--- config.mk ---
export PLATFORM = sky130hd
export DESIGN_NAME = ov7670_capture_flat
export DESIGN_NICKNAME = d
export VERILOG_FILES = /design/src/rtl/ov7670_capture_if.sv /design/src/rtl/ov7670_capture.sv /design/src/flat_wrapper.sv
export SDC_FILE = /design/constraint.sdc
export NUM_CORES = 1
export LEC_CHECK = 0
export ABC_AREA = 1
export BUFFER_PORTS_ARGS = -buffer_cell sky130_fd_sc_hd__buf_2
export CORE_MARGIN = 4
export CORE_UTILIZATION = 59
export CTS_CLUSTER_SIZE = 20
export DETAILED_ROUTE_END_ITERATION = 8
export PLACE_DENSITY = 0.86
export SLEW_MARGIN = 20
export SYNTH_ARGS = -nofsm -noshare
export SYNTH_HDL_FRONTEND = slang
export SYNTH_SLANG_ARGS = --single-unit
export TNS_END_PERCENT = 30
--- constraint.sdc ---
create_clock -name pclk -period 1.9 [get_ports pclk]
set_input_delay 0.285 -clock pclk [delete_from_list [all_inputs] [get_ports pclk]]
set_output_delay 0.285 -clock pclk [all_outputs]
set_load 0.03 [all_outputs]
--- src/rtl/ov7670_capture_if.sv ---
// Camera byte stream in, frame-buffer write port out.
// OV7670_CAPTURE_TEST_PATTERN_EN adds the test_pattern select.
interface ov7670_capture_if #(
  parameter int AW = 20
);
  logic          cam_vsync;
  logic          cam_href;
  logic [7:0]    cam_data;
  logic          capture_en;
`ifdef OV7670_CAPTURE_TEST_PATTERN_EN
  logic          test_pattern;
`endif
  logic [AW-1:0] w_addr;
  logic [11:0]   w_data;
  logic          w_en;
  logic          frame_done;
  logic          line_err;
  logic          overflow;

  modport master (
    output cam_vsync, cam_href, cam_data, capture_en,
`ifdef OV7670_CAPTURE_TEST_PATTERN_EN
    output test_pattern,
`endif
    input  w_addr, w_data, w_en, frame_done, line_err, overflow
  );

  modport slave (
    input  cam_vsync, cam_href, cam_data, capture_en,
`ifdef OV7670_CAPTURE_TEST_PATTERN_EN
    input  test_pattern,
`endif
    output w_addr, w_data, w_en, frame_done, line_err, overflow
  );
endinterface

--- src/rtl/ov7670_capture.sv ---
// OV7670 RGB444 capture: pairs camera bytes into 12-bit pixels, writes them linearly.
// Optional macro OV7670_CAPTURE_TEST_PATTERN_EN replaces pixels with 8 vertical colour bars.
module ov7670_capture #(
  parameter int RESOLUTION_WIDTH  = 640,
  parameter int RESOLUTION_HEIGHT = 480,
  parameter int AW = $clog2(RESOLUTION_WIDTH*RESOLUTION_HEIGHT)+1
) (
  input logic             pclk,
  input logic             rst,
  ov7670_capture_if.slave cam
);
  localparam int NPIX = RESOLUTION_WIDTH*RESOLUTION_HEIGHT;
  localparam int PW   = $clog2(RESOLUTION_WIDTH+1)+1;
  localparam int LW   = $clog2(RESOLUTION_HEIGHT+1)+1;

  typedef enum logic [1:0] {WAIT_VS, BLANK, ACTIVE} state_t;
  state_t state;

  logic          vs_q, vs_d, href_q, href_d;
  logic [7:0]    data_q;
  logic          phase_lo;
  logic [3:0]    r_hi;
  logic [AW-1:0] nxt_addr;
  logic [PW-1:0] pix_cnt;
  logic [LW-1:0] line_cnt;
  logic          clr_pend;

  logic          frame_start, line_end, line_bad, err_eff;
  logic [LW-1:0] line_cnt_eff;
  logic [11:0]   pixel;

  assign frame_start = vs_q & ~vs_d;

  // A frame start while href is still high closes the line before the frame.
  always_comb begin
    line_end     = (state == ACTIVE) && ((href_d && !href_q) || (frame_start && href_q));
    line_bad     = phase_lo || (pix_cnt != PW'(RESOLUTION_WIDTH));
    line_cnt_eff = line_cnt;
    err_eff      = cam.line_err;
    if (line_end) begin
      if (line_cnt != '1) line_cnt_eff = line_cnt + LW'(1);
      if (line_bad) err_eff = 1'b1;
    end
  end

`ifdef OV7670_CAPTURE_TEST_PATTERN_EN
  logic [2:0] bar;
  always_comb begin
    bar   = 3'((32'(pix_cnt) * 8) / RESOLUTION_WIDTH);
    pixel = cam.test_pattern ? {{4{bar[2]}}, {4{bar[1]}}, {4{bar[0]}}} : {r_hi, data_q};
  end
`else
  assign pixel = {r_hi, data_q};
`endif

  always_ff @(posedge pclk) begin
    if (rst) begin
      vs_q           <= 1'b0;
      vs_d           <= 1'b0;
      href_q         <= 1'b0;
      href_d         <= 1'b0;
      data_q         <= '0;
      state          <= WAIT_VS;
      phase_lo       <= 1'b0;
      r_hi           <= '0;
      nxt_addr       <= '0;
      pix_cnt        <= '0;
      line_cnt       <= '0;
      clr_pend       <= 1'b0;
      cam.w_addr     <= '0;
      cam.w_data     <= '0;
      cam.w_en       <= 1'b0;
      cam.frame_done <= 1'b0;
      cam.line_err   <= 1'b0;
      cam.overflow   <= 1'b0;
    end else begin
      vs_q           <= cam.cam_vsync;
      vs_d           <= vs_q;
      href_q         <= cam.cam_href;
      href_d         <= href_q;
      data_q         <= cam.cam_data;
      cam.w_en       <= 1'b0;
      cam.frame_done <= 1'b0;
      // Flags of a finished frame stay visible alongside frame_done, then clear.
      if (clr_pend) begin
        cam.line_err <= 1'b0;
        cam.overflow <= 1'b0;
        clr_pend     <= 1'b0;
      end
      case (state)
        WAIT_VS: begin
          phase_lo <= 1'b0;
          if (frame_start && cam.capture_en) begin
            state        <= BLANK;
            nxt_addr     <= '0;
            pix_cnt      <= '0;
            line_cnt     <= '0;
            cam.w_addr   <= '0;
            cam.line_err <= 1'b0;
            cam.overflow <= 1'b0;
          end
        end
        BLANK: begin
          phase_lo <= 1'b0;
          if (!vs_q) state <= ACTIVE;
        end
        ACTIVE: begin
          if (frame_start) begin
            cam.frame_done <= (line_cnt_eff == LW'(RESOLUTION_HEIGHT)) && !err_eff && !cam.overflow;
            cam.line_err   <= err_eff;
            phase_lo       <= 1'b0;
            pix_cnt        <= '0;
            if (cam.capture_en) begin
              state      <= BLANK;
              nxt_addr   <= '0;
              line_cnt   <= '0;
              cam.w_addr <= '0;
              clr_pend   <= 1'b1;
            end else begin
              state    <= WAIT_VS;
              line_cnt <= line_cnt_eff;
            end
          end else if (href_q) begin
            phase_lo <= ~phase_lo;
            if (!phase_lo) begin
              r_hi <= data_q[3:0];
            end else begin
              if (pix_cnt != '1) pix_cnt <= pix_cnt + PW'(1);
              if (nxt_addr < AW'(NPIX)) begin
                cam.w_en   <= 1'b1;
                cam.w_addr <= nxt_addr;
                cam.w_data <= pixel;
                nxt_addr   <= nxt_addr + AW'(1);
              end else begin
                cam.overflow <= 1'b1;
              end
            end
          end else begin
            phase_lo <= 1'b0;
            if (line_end) begin
              cam.line_err <= err_eff;
              line_cnt     <= line_cnt_eff;
              pix_cnt      <= '0;
            end
          end
        end
        default: state <= WAIT_VS;
      endcase
    end
  end
endmodule

--- src/flat_wrapper.sv ---
// flat-port wrapper written by rule: the top's interface ports become plain ports
module ov7670_capture_flat 
#(
  parameter int RESOLUTION_WIDTH  = 640,
  parameter int RESOLUTION_HEIGHT = 480,
  parameter int AW = $clog2(RESOLUTION_WIDTH*RESOLUTION_HEIGHT)+1
)
  (pclk, rst, cam_cam_vsync, cam_cam_href, cam_cam_data, cam_capture_en, cam_w_addr, cam_w_data, cam_w_en, cam_frame_done, cam_line_err, cam_overflow);
  ov7670_capture_if #(.AW(AW)) cam_i ();
  input logic pclk;
  input logic rst;
  input wire logic [$bits(cam_i.cam_vsync)-1:0] cam_cam_vsync;
  input wire logic [$bits(cam_i.cam_href)-1:0] cam_cam_href;
  input wire logic [$bits(cam_i.cam_data)-1:0] cam_cam_data;
  input wire logic [$bits(cam_i.capture_en)-1:0] cam_capture_en;
  output wire logic [$bits(cam_i.w_addr)-1:0] cam_w_addr;
  output wire logic [$bits(cam_i.w_data)-1:0] cam_w_data;
  output wire logic [$bits(cam_i.w_en)-1:0] cam_w_en;
  output wire logic [$bits(cam_i.frame_done)-1:0] cam_frame_done;
  output wire logic [$bits(cam_i.line_err)-1:0] cam_line_err;
  output wire logic [$bits(cam_i.overflow)-1:0] cam_overflow;
  assign cam_i.cam_vsync = cam_cam_vsync;
  assign cam_i.cam_href = cam_cam_href;
  assign cam_i.cam_data = cam_cam_data;
  assign cam_i.capture_en = cam_capture_en;
  assign cam_w_addr = cam_i.w_addr;
  assign cam_w_data = cam_i.w_data;
  assign cam_w_en = cam_i.w_en;
  assign cam_frame_done = cam_i.frame_done;
  assign cam_line_err = cam_i.line_err;
  assign cam_overflow = cam_i.overflow;
  ov7670_capture #(.RESOLUTION_WIDTH(RESOLUTION_WIDTH), .RESOLUTION_HEIGHT(RESOLUTION_HEIGHT), .AW(AW)) u_core (.pclk(pclk), .rst(rst), .cam(cam_i));
endmodule
==> results of run 1 <==
## final cells by class
type | count | area, um2
fillers | 681 | 2562
multi-input cells | 474 | 2404
flip-flops and latches | 97 | 1944
inverters | 84 | 325.3
repair buffers | 54 | 297.8
well taps | 102 | 127.6
clock buffers | 9 | 123.9
clock inverters | 7 | 62.56
## flip-flops by register name, summed over array words and instances, names as in the netlist
signal	cells
u_core.cam.w_addr	20
u_core.nxt_addr	20
u_core.cam.w_data	12
u_core.pix_cnt	11
u_core.line_cnt	10
u_core.data_q	8
u_core.r_hi	4
u_core.state	2
u_core.cam.frame_done	1
u_core.cam.line_err	1
u_core.cam.overflow	1
u_core.cam.w_en	1
u_core.clr_pend	1
u_core.href_d	1
u_core.href_q	1
u_core.phase_lo	1
u_core.vs_d	1
u_core.vs_q	1
## power breakdown
part / leakage (nW) / internal (mW) / switching [mW]
combinational: 1.32 / 0.116 / 0.296
clock: 0.0923 / 0.502 / 0.784
sequential: 0.787 / 2.08 / 0.0292
## cell usage in the layout, fill, tap and decap left out, types with 3 or more instances in the layout
master,n
nor2_1,112
inv_2,7
o21ai_1,5
nand2_4,5
dfxtp_1,95
buf_4,5
o21ai_0,16
clkbuf_8,9
nand4_1,7
nand2_2,15
nor2_4,6
clkinv_4,4
nor3_1,13
nand3_2,3
a21oi_2,4
nand2_1,137
inv_1,74
buf_2,48
nor2_2,5
a21oi_1,45
nand3_1,60
nor3_2,19
nor3b_1,3
## layer usage
layer	global-route usage (%)	part of all wire (%)	up-vias
met2	35.26	46	104
met1	28.31	48	1957
met5	0	0	-
met3	3.429	4.1	22
li1	-	-	2237
met4	8.193	2.0	0
## kinds of logic (layout without fill, tap and decap cells)
| logic type | count (synthesis) | count (layout) |
|---|---|---|
| xor+xnor | 2 | 2 |
| buf+inv | 105 | 154 |
| fa+ha+maj | 4 | 4 |
| simple gates | 394 | 394 |
| compound gates | 74 | 74 |
| flops | 97 | 97 |
## stage by stage
stage                     total power [mW]  instances
after floorplan                      2.492        676
after global placement               2.561        811
after detailed placement             2.571        811
after CTS                            3.831        827
after global routing                 3.967        827
final                                3.810        827
## worst max-delay path, cell delays in order (launching register included)
cell and delay, ps:
dfxtp_1 390, ha_1 190, inv_1 50, nor2_1 200, nand3_1 180, nor2_4 150, inv_1 60, nand2_2 130
nor2_2 60, o21ai_0 190, nor2_1 60
## path summary, 6_finish.rpt
| path | end | slack (ps) | cells past startpoint |
|---|---|---|---|
| setup / recovery | u_core.pix_cnt[4] | 130 | 10 |
| hold / removal | u_core.data_q[4] | 110 | 3 |
| setup reg to reg | u_core.pix_cnt[4] | 130 | 10 |
| hold reg to reg | u_core.cam.w_addr[19] | 450 | 2 |
==> summary.txt, run 1 <==
Detailed routing
  – DR iter-0 viols: 229
  – First-pass iteration count of the detailed router: 5
  – Vias: 4320
  – Post-Route WL: 10210 um
  – Vias per cell: 5.224
  – Drt drc: 0
  – Wire length per cell: 12.34 um
  – ANT nets after route: 0

Run
  – Maxcap violations: 0

Yosys
  – Largest area contributor in the netlist: dfxtp_1
  – Synthesized flop and latch total: 97
  – Largest family of logic cells by synthesized area: simple AND/OR/NAND/NOR gates
  – Post-Synth Simple-Gate Area: 39.59%
  – Number of library cell types mapped by synthesis: 40
  – Synth area leaders: dfxtp_1 40%, nand2_1 11%, nor2_1 8.8%, nand3_1 6.3%, inv_1 5.8%
  – Post-synth EDFFs: 0
  – Synthesized area: 4813 um2
  – Most common flop cell mapped by yosys: dfxtp_1
  – Mux cell area share after synthesis: 0%
  – Synthesized instance count: 676
  – Post-Synth Adder-Cell Area: 1.040%
  – Syn. warnings: 0
  – Mean post-synth cell area: 7.120 um2
  – Post-synth ARST share: 0%
  – Top-count cell post-synth: nand2_1
  – Most instantiated cells after synthesis: 137 x nand2_1, 113 x nor2_1, 97 x dfxtp_1, 74 x inv_1, 61 x nand3_1
  – Syn nets: 693
  – Synth Area in Compound Gates: 8.578%
  – Synth top area share: 40.34%
  – Sequential-to-total area share from yosys stat: 40.34%
  – Post-Synth XOR/XNOR Area: 0.3639%

CTS
  – Setup repair bufs after CTS: 0
  – TritonCTS Buffers: 9
  – Clock root cell: clkbuf_8
  – CTS tree: built
  – Clk slew on worst S/H paths: 100 ps
  – CTS resizes: 0
  – Clk sinks: 97
  – Max H-tree Level: 3
  – Number of hold-repair buffers added at the cts stage: 0
  – Max Root-Sink Buffers: 2
  – Worst-skew pair later-pin latency: 370 ps

Worst setup path
  – Crit path kind: reg2reg
  – Critical path origin: u_core.pix_cnt[0]
  – CP arrival: 2040 ps
  – WP data required: 2170 ps
  – Worst Path Max Fanout: 7
  – Critical path capture point type: flip-flop
  – RR Startpoint: u_core.pix_cnt[0]
  – CP startpoint kind: flip-flop

Power
  – Peak VDD IR: 0.0004170 V
  – PD cells: 720.9 nW/um2
  – Lkg Pwr: 2.202 nW

Global routing
  – First-pass GRT wire length: 17720 um
  – Largest net degree at the start of global routing: 39
  – Initial antenna violation count: 0
  – Gr usage total: 21.45%
  – Vias in the first global route: 4141
  – Overflow after GRT: 0

Worst hold path
  – Hold Crit Start: cam_cam_data[4]
  – Hold Path Class: in2reg

Timing
  – Crit path setup slack, layout: 125.8 ps
  – Final slew viol count: 0
  – Post-layout minimum cycle time: 1774 ps
  – Slew @ Worst Pin: 422.7 ps
  – Final setup TNS: 0 ps
  – RSZ-0062 raised after global routing: yes
  – Fmax: 0.5636 GHz
  – Slew HR: 71.75%
  – Setup-failing EPs final: 0
  – Final number of hold-violating endpoints: 0
  – Min Hold Slack: 108.6 ps
  – Ratio of final minimum period to clock period: 93.38%
  – Worst Clk Skew: 9.413 ps

Cells and area
  – Final layout net count: 737
  – Area Overhead vs Synth: 9.800%
  – Ant diodes: 0
  – Fin util: 67.35%
  – Share of cells above drive strength 1: 20.14%
  – Post-route cell area: 5285 um2

Floorplanning
  – Die X: 98.33 um
  – Io pins: 49
  – Core ar.: 7848 um2
  – Rows: 32
  – Starting Density: 61.34%
  – Die height: 98.33 um
  – Die ar.: 9668 um2

Place
  – Setup WS pre-CTS: 103.1 ps
  – GPL Wtd Cong: 0.9124
  – PortBufs: 48
  – HPWL after DPL: 7231 um
  – Dpl cell area: 5079 um2

Outcome
  – Outcome: complete, no violations
Note: power is estimated with default switching activity, not from simulation.
==> run 2: changes to the inputs <==
Clock period 1.9 ns to 2.2 ns, I/O delays scaled along.
==> run 2 against run 1 <==
Effect of this change:
- worst hold slack improved by 39 ps
- via count increased by 2.1%
- combinational power decreased by 14%
- critical path depth decreased by 1
- largest cell class unchanged
- largest power group unchanged
==> summary.txt, run 2 (synthesis gave the netlist of run 1 again) <==
Outcome
  – Outcome: complete, no violations (unchanged)

Worst setup path
  – Slowest stage delay, CP: 450 ps (was 390 ps)
  – CP arrival: 2160 ps (was 2040 ps)
  – Crit path max-delay family: simple AND/OR/NAND/NOR gates (unchanged)
  – Crit-path cells: ha_1 > nand3_1 > inv_1 > nand3b_2 > nand3_1 > nand2_1 > nor3_1 > nand2_1 > nor2_1 (was ha_1 > inv_1 > nor2_1 > nand3_1 > nor2_4 > inv_1 > nand2_2 > nor2_2 > o21ai_0 > nor2_1)
  – Crit path buf inv count: 1 (was 2)
  – Crit path kind: reg2reg (unchanged)
  – CP startpoint kind: flip-flop (unchanged)
  – Critical path capture point type: flip-flop (unchanged)
  – Worst Path Max Fanout: 7 (unchanged)
  – Critical path's slowest cell: dfxtp_1 (unchanged)
  – WP data required: 2510 ps (was 2170 ps)

Timing
  – Final number of hold-violating endpoints: 0 (unchanged)
  – Slew @ Worst Pin: 439.1 ps (was 422.7 ps)
  – Final slew viol count: 0 (unchanged)
  – Ratio of final minimum period to clock period: 83.97% (was 93.38%)
  – Min Hold Slack: 147.5 ps (was 108.6 ps)
  – Worst Clk Skew: 10.81 ps (was 9.413 ps)
  – Post-layout minimum cycle time: 1847 ps (was 1774 ps)
  – Fmax: 0.5413 GHz (was 0.5636 GHz)
  – RSZ-0062 raised after global routing: no (was yes)
  – Setup-failing EPs final: 0 (unchanged)
  – Final setup TNS: 0 ps (unchanged)
  – Crit path setup slack, layout: 352.6 ps (was 125.8 ps)
  – Slew HR: 70.65% (was 71.75%)

CTS
  – Clk slew on worst S/H paths: 110 ps (was 100 ps)
  – Clk sinks: 97 (unchanged)
  – Number of hold-repair buffers added at the cts stage: 0 (unchanged)
  – Clock root cell: clkbuf_8 (unchanged)
  – CTS resizes: 0 (unchanged)
  – Max Root-Sink Buffers: 2 (unchanged)
  – TritonCTS Buffers: 9 (unchanged)
  – Max H-tree Level: 3 (unchanged)
  – Worst-skew pair later-pin latency: 370 ps (about the same)
  – CTS tree: built (unchanged)
  – Setup repair bufs after CTS: 0 (unchanged)

Detailed routing
  – ANT nets after route: 0 (unchanged)
  – DR iter-0 viols: 237 (was 229)
  – Drt drc: 0 (unchanged)
  – Post-Route WL: 10200 um (was 10210 um)
  – Vias per cell: 5.341 (was 5.224)
  – Wire length per cell: 12.35 um (was 12.34 um)
  – Vias: 4412 (was 4320)
  – First-pass iteration count of the detailed router: 4 (was 5)

Power
  – Peak VDD IR: 0.0004045 V (was 0.0004170 V)
  – PD cells: 628.7 nW/um2 (was 720.9 nW/um2)
  – Total power: 3.311 mW (was 3.810 mW)
  – Lkg Pwr: 2.209 nW (was 2.202 nW)

Place
  – Inst Count DP: 810 (was 811)
  – GPL Wtd Cong: 0.8674 (was 0.9124)
  – Setup WS pre-CTS: 418.7 ps (was 103.1 ps)
  – PortBufs: 48 (unchanged)
  – HPWL after DPL: 7318 um (was 7231 um)
  – Dpl cell area: 5071 um2 (was 5079 um2)

Cells and area
  – Most common cell after layout, fill and taps aside: nand2_1 (unchanged)
  – Top flop regs: u_core.cam.w_addr: 20 flops, u_core.nxt_addr: 20 flops, u_core.cam.w_data: 12 flops (unchanged)
  – Fin util: 67.11% (was 67.35%)
  – Non-Filler Instances: 826 (was 827)
  – Area Overhead vs Synth: 9.410% (was 9.800%)
  – Final layout net count: 736 (was 737)
  – Most frequent cells in the layout: 137 x nand2_1, 113 x nor2_1, 97 x dfxtp_1 (was 137 x nand2_1, 112 x nor2_1, 95 x dfxtp_1)
  – Share of cells above drive strength 1: 19.20% (was 20.14%)
  – Fillcell total: 669 (was 681)
  – Post-route cell area: 5266 um2 (was 5285 um2)
  – Ant diodes: 0 (unchanged)

Floorplanning
  – Starting Density: 61.34% (unchanged)
  – Die height: 98.33 um (unchanged)
  – Io pins: 49 (unchanged)
  – Die X: 98.33 um (unchanged)
  – Core ar.: 7848 um2 (unchanged)
  – Die ar.: 9668 um2 (unchanged)
  – Rows: 32 (unchanged)

Global routing
  – Initial antenna violation count: 0 (unchanged)
  – First-pass GRT wire length: 18040 um (was 17720 um)
  – Gr usage total: 21.80% (was 21.45%)
  – Overflow after GRT: 0 (unchanged)
  – Vias in the first global route: 4208 (was 4141)
  – Largest net degree at the start of global routing: 40 (was 39)

Worst hold path
  – Hold Path Class: in2reg (unchanged)

Run
  – Maxcap violations: 0 (unchanged)
-- run 2: where the power goes --
group,switching (mW),internal [mW],leakage (nW)
sequential,0.0247,1.80,0.786
combinational,0.258,0.0986,1.32
clock,0.688,0.442,0.0991
-- run 2: area by class of cell --
cell class	instances	area (um2)	share of cell area, %
well taps	102	127.6	2.423
clock inverters	7	71.32	1.354
flip-flops and latches	97	1942	36.87
clock buffers	9	123.9	2.352
repair buffers	53	290.3	5.512
multi-input cells	474	2386	45.31
inverters	84	325.3	6.177
-- run 2: worst paths after layout --
kind	startpoint	end	slack, ps	cells past startpoint
max	u_core.line_cnt[0]	u_core.cam.frame_done	350	9
min reg2reg	u_core.cam.w_addr[19]	u_core.cam.w_addr[19]	440	2
max reg2reg	u_core.line_cnt[0]	u_core.cam.frame_done	350	9
min	cam_cam_data[6]	u_core.data_q[6]	150	3
-- run 2: per-layer routing --
metal  vias to the layer above  global-route usage, %  wire [um]
li1                       2222                      -          -
met1                      2027                  28.33       4700
met2                       139                  36.35       4769
met3                        24                  4.429        577
met4                         0                  6.933        157
met5                         -                      0          0
-- run 2: worst min-delay path: stages --
cell,delay [ps]
buf_2,90
inv_1,40
nor2_1,30
==> run 3: changes to the inputs <==
Settings changed: CORE_UTILIZATION 59 to 53, PLACE_DENSITY 0.86 to 0.82.
Clock period 2.2 ns to 1.6 ns, I/O delays scaled along.
==> run 3 against run 2 <==
Effect of this change:
- the run now ends with setup timing left
- non-clock buffer count rose by 45
- sequential power rose by 38%
- fmax rose by 5.4%
- utilization rose by 2.3 points
- first-iteration DRC count rose by 53%
- cell area rose by 16%
- final cell count rose by 6.3%
- setup slack got worse by 500 ps
- largest cell class unchanged
- largest power group unchanged
- highest routed layer unchanged
==> summary.txt, run 3 (synthesis gave the netlist of run 1 again) <==
Worst setup path
  – Critical path origin: u_core.vs_q (was u_core.line_cnt[0])
  – WP data required: 1850 ps (was 2510 ps)
  – Critical R2R Capture: u_core.cam.w_addr[0] (was u_core.cam.frame_done)
  – Worst Path Max Fanout: 8 (was 7)
  – R2R setup slack: -150 ps (was 350 ps)
  – Crit-path cells: inv_6 > nor2_8 > nand2_4 > nand2_1 > inv_2 > a21oi_4 > buf_4 > buf_12 > nand2_1 > o21ai_0 > nor2_1 (was ha_1 > nand3_1 > inv_1 > nand3b_2 > nand3_1 > nand2_1 > nor3_1 > nand2_1 > nor2_1)
  – RR Startpoint: u_core.vs_q (was u_core.line_cnt[0])
  – R2r worst-path depth: 11 (was 9)
  – Critical path's slowest cell: dfxtp_4 (was dfxtp_1)
  – Crit path kind: reg2reg (unchanged)
  – Cell repeated most along the worst path: nand2_1
  – Slowest stage delay, CP: 390 ps (was 450 ps)
  – CP arrival: 2010 ps (was 2160 ps)
  – Critical path capture point type: flip-flop (unchanged)
  – CP startpoint kind: flip-flop (unchanged)

Worst hold path
  – Worst hold stages: 3 (unchanged)
  – Worst Hold End: u_core.data_q[5] (was u_core.data_q[6])
  – Hold Path Class: in2reg (unchanged)
  – Hold Crit Start: cam_cam_data[5] (was cam_cam_data[6])

Detailed routing
  – Met2 WL: 6820 um (was 4769 um)
  – ANT nets after route: 0 (unchanged)
  – Vias per cell: 5.686 (was 5.341)
  – Wire length per cell: 15.67 um (was 12.35 um)
  – Wl on met1: 5471 um (was 4700 um)
  – First-pass iteration count of the detailed router: 6 (was 4)
  – Met3 WL post-DR: 949 um (was 577 um)
  – Drt drc: 0 (unchanged)
  – Post-Route WL: 13760 um (was 10200 um)
  – Vias: 4992 (was 4412)
  – Top Metal Used: met4 (unchanged)
  – DR iter-0 viols: 363 (was 237)

CTS
  – Clk slew on worst S/H paths: 100 ps (was 110 ps)
  – Max H-tree Level: 3 (unchanged)
  – Max Root-Sink Buffers: 2 (unchanged)
  – TritonCTS Buffers: 9 (unchanged)
  – Number of hold-repair buffers added at the cts stage: 0 (unchanged)
  – CTS tree: built (unchanged)
  – Clk sinks: 97 (unchanged)
  – Clock root cell: clkbuf_8 (unchanged)
  – Worst-skew pair later-pin latency: 370 ps (about the same)

Cells and area
  – Top flop regs: u_core.cam.w_addr: 20 flops, u_core.nxt_addr: 20 flops, u_core.cam.w_data: 12 flops (unchanged)
  – Sequential cell area: 1977 um2 (was 1942 um2)
  – Fin util: 69.43% (was 67.11%)
  – Share of cells above drive strength 1: 32.86% (was 19.20%)
  – Final layout net count: 782 (was 736)
  – Fillcell total: 607 (was 669)
  – Most common cell after layout, fill and taps aside: nand2_1 (unchanged)
  – Non-Filler Instances: 878 (was 826)
  – Multi-input logic area: 2710 um2 (was 2386 um2)
  – Ant diodes: 0 (unchanged)
  – Most frequent cells in the layout: 128 x nand2_1, 102 x nor2_1, 79 x dfxtp_1 (was 137 x nand2_1, 113 x nor2_1, 97 x dfxtp_1)
  – Area Overhead vs Synth: 26.41% (was 9.410%)

Place
  – PortBufs: 48 (unchanged)
  – Inst Count DP: 845 (was 810)
  – HPWL after DPL: 8065 um (was 7318 um)
  – GPL Wtd Cong: 0.9433 (was 0.8674)

Global routing
  – Overflow after GRT: 0 (unchanged)
  – Vias in the first global route: 4326 (was 4208)
  – Gr usage total: 21.61% (was 21.80%)
  – First-pass GRT wire length: 18770 um (was 18040 um)
  – Largest net degree at the start of global routing: 37 (was 40)
  – Initial antenna violation count: 0 (unchanged)

Run
  – Maxcap violations: 0 (unchanged)

Timing
  – Slew HR: 73.30% (was 70.65%)
  – Final number of hold-violating endpoints: 0 (unchanged)
  – Crit path setup slack, layout: -152.3 ps (was 352.6 ps)
  – RSZ-0062 raised after global routing: yes (was no)
  – Worst Clk Skew: 13.36 ps (was 10.81 ps)
  – Fmax: 0.5707 GHz (was 0.5413 GHz)
  – Final slew viol count: 0 (unchanged)
  – Min Hold Slack: 64.96 ps (was 147.5 ps)
  – Slew @ Worst Pin: 399.0 ps (was 439.1 ps)
  – Post-layout minimum cycle time: 1752 ps (was 1847 ps)
  – Setup-failing EPs final: 31 (was 0)
  – Ratio of final minimum period to clock period: 109.5% (was 83.97%)

Power
  – Peak VDD IR: 0.0007028 V (was 0.0004045 V)
  – Lkg Pwr: 2.543 nW (was 2.209 nW)
  – PD cells: 780.0 nW/um2 (was 628.7 nW/um2)

Outcome
  – Failing checks: setup timing
  – Outcome: finished with violations (was complete, no violations)

Floorplanning
  – Die ar.: 10670 um2 (was 9668 um2)
  – Die height: 103.3 um (was 98.33 um)
  – Core ar.: 8763 um2 (was 7848 um2)
  – Rows: 34 (was 32)
  – Io pins: 49 (unchanged)
  – Starting Density: 54.93% (was 61.34%)
  – Die X: 103.3 um (was 98.33 um)
## run 3: cell types whose count changed in the layout (fill, tap and decap cells not counted), sizes merged
cell,before,now
nand2,157,158
clkbuf,9,11
buf,53,96
clkinv,5,2
inv,86,89
## run 3: cell type report
class	instances	share of cell area, %
multi-input combinational	475	44.54
sequential	97	32.49
timing repair buffer	98	11.82
inverter	84	5.799
tap	108	2.221
clock buffer	9	2.036
clock inverter	7	1.090
## run 3: worst max path at each step
| stage | endpoint | depth (start not counted) |
|---|---|---|
| final | u_core.cam.w_addr[0] | 11 |
| after detailed placement | u_core.cam.w_addr[8] | 9 |
| after CTS | u_core.cam.w_addr[8] | 8 |
| after global placement | u_core.cam.frame_done | 10 |
| after global routing | u_core.cam.w_addr[0] | 11 |
| after floorplan | u_core.line_cnt[2] | 8 |
## run 3: metal layers
layer | GRT usage, % | vias up
met5 | 0 | -
met4 | 7.570 | 0
met3 | 4.158 | 64
met2 | 37.64 | 266
met1 | 26.64 | 2332
li1 | - | 2330
## run 3: report_power, final
| part | switching [mW] | internal (mW) |
|---|---|---|
| registers | 0.0414 | 2.47 |
| clock network | 0.961 | 0.614 |
| logic | 0.432 | 0.226 |
## run 3: worst max-delay path, delay by kind of cell (launching register included)
family / cells / cell delay, ps
and+or+nand+nor: 5 / 500
DFF: 1 / 390
buffers and inverters: 4 / 410
AOI/OAI and AO/OA: 2 / 350
## run 3: through the flow
step	total power, mW	setup WS [ps]	instance area [um2]	TNS (ps)
2_1_floorplan	2.960	74.07	4813	0
3_5_place_dp	3.084	-114.6	5309	-1640
4_1_cts	4.620	-16.89	5557	-16.89
5_1_grt	4.916	-263.9	6085	-4121
3_3_place_gp	3.064	-21.60	5309	-21.60
6_report	4.746	-152.3	6085	-850.0
## run 3: repair_timing
| action | in CTS | in global routing |
|---|---|---|
| resized for setup | 19 | 94 |
| endpoints found under the setup margin | 43 | 79 |
| cloned | 0 | 3 |
| buffers inserted | 0 | 14 |
| pin swaps | 0 | 32 |
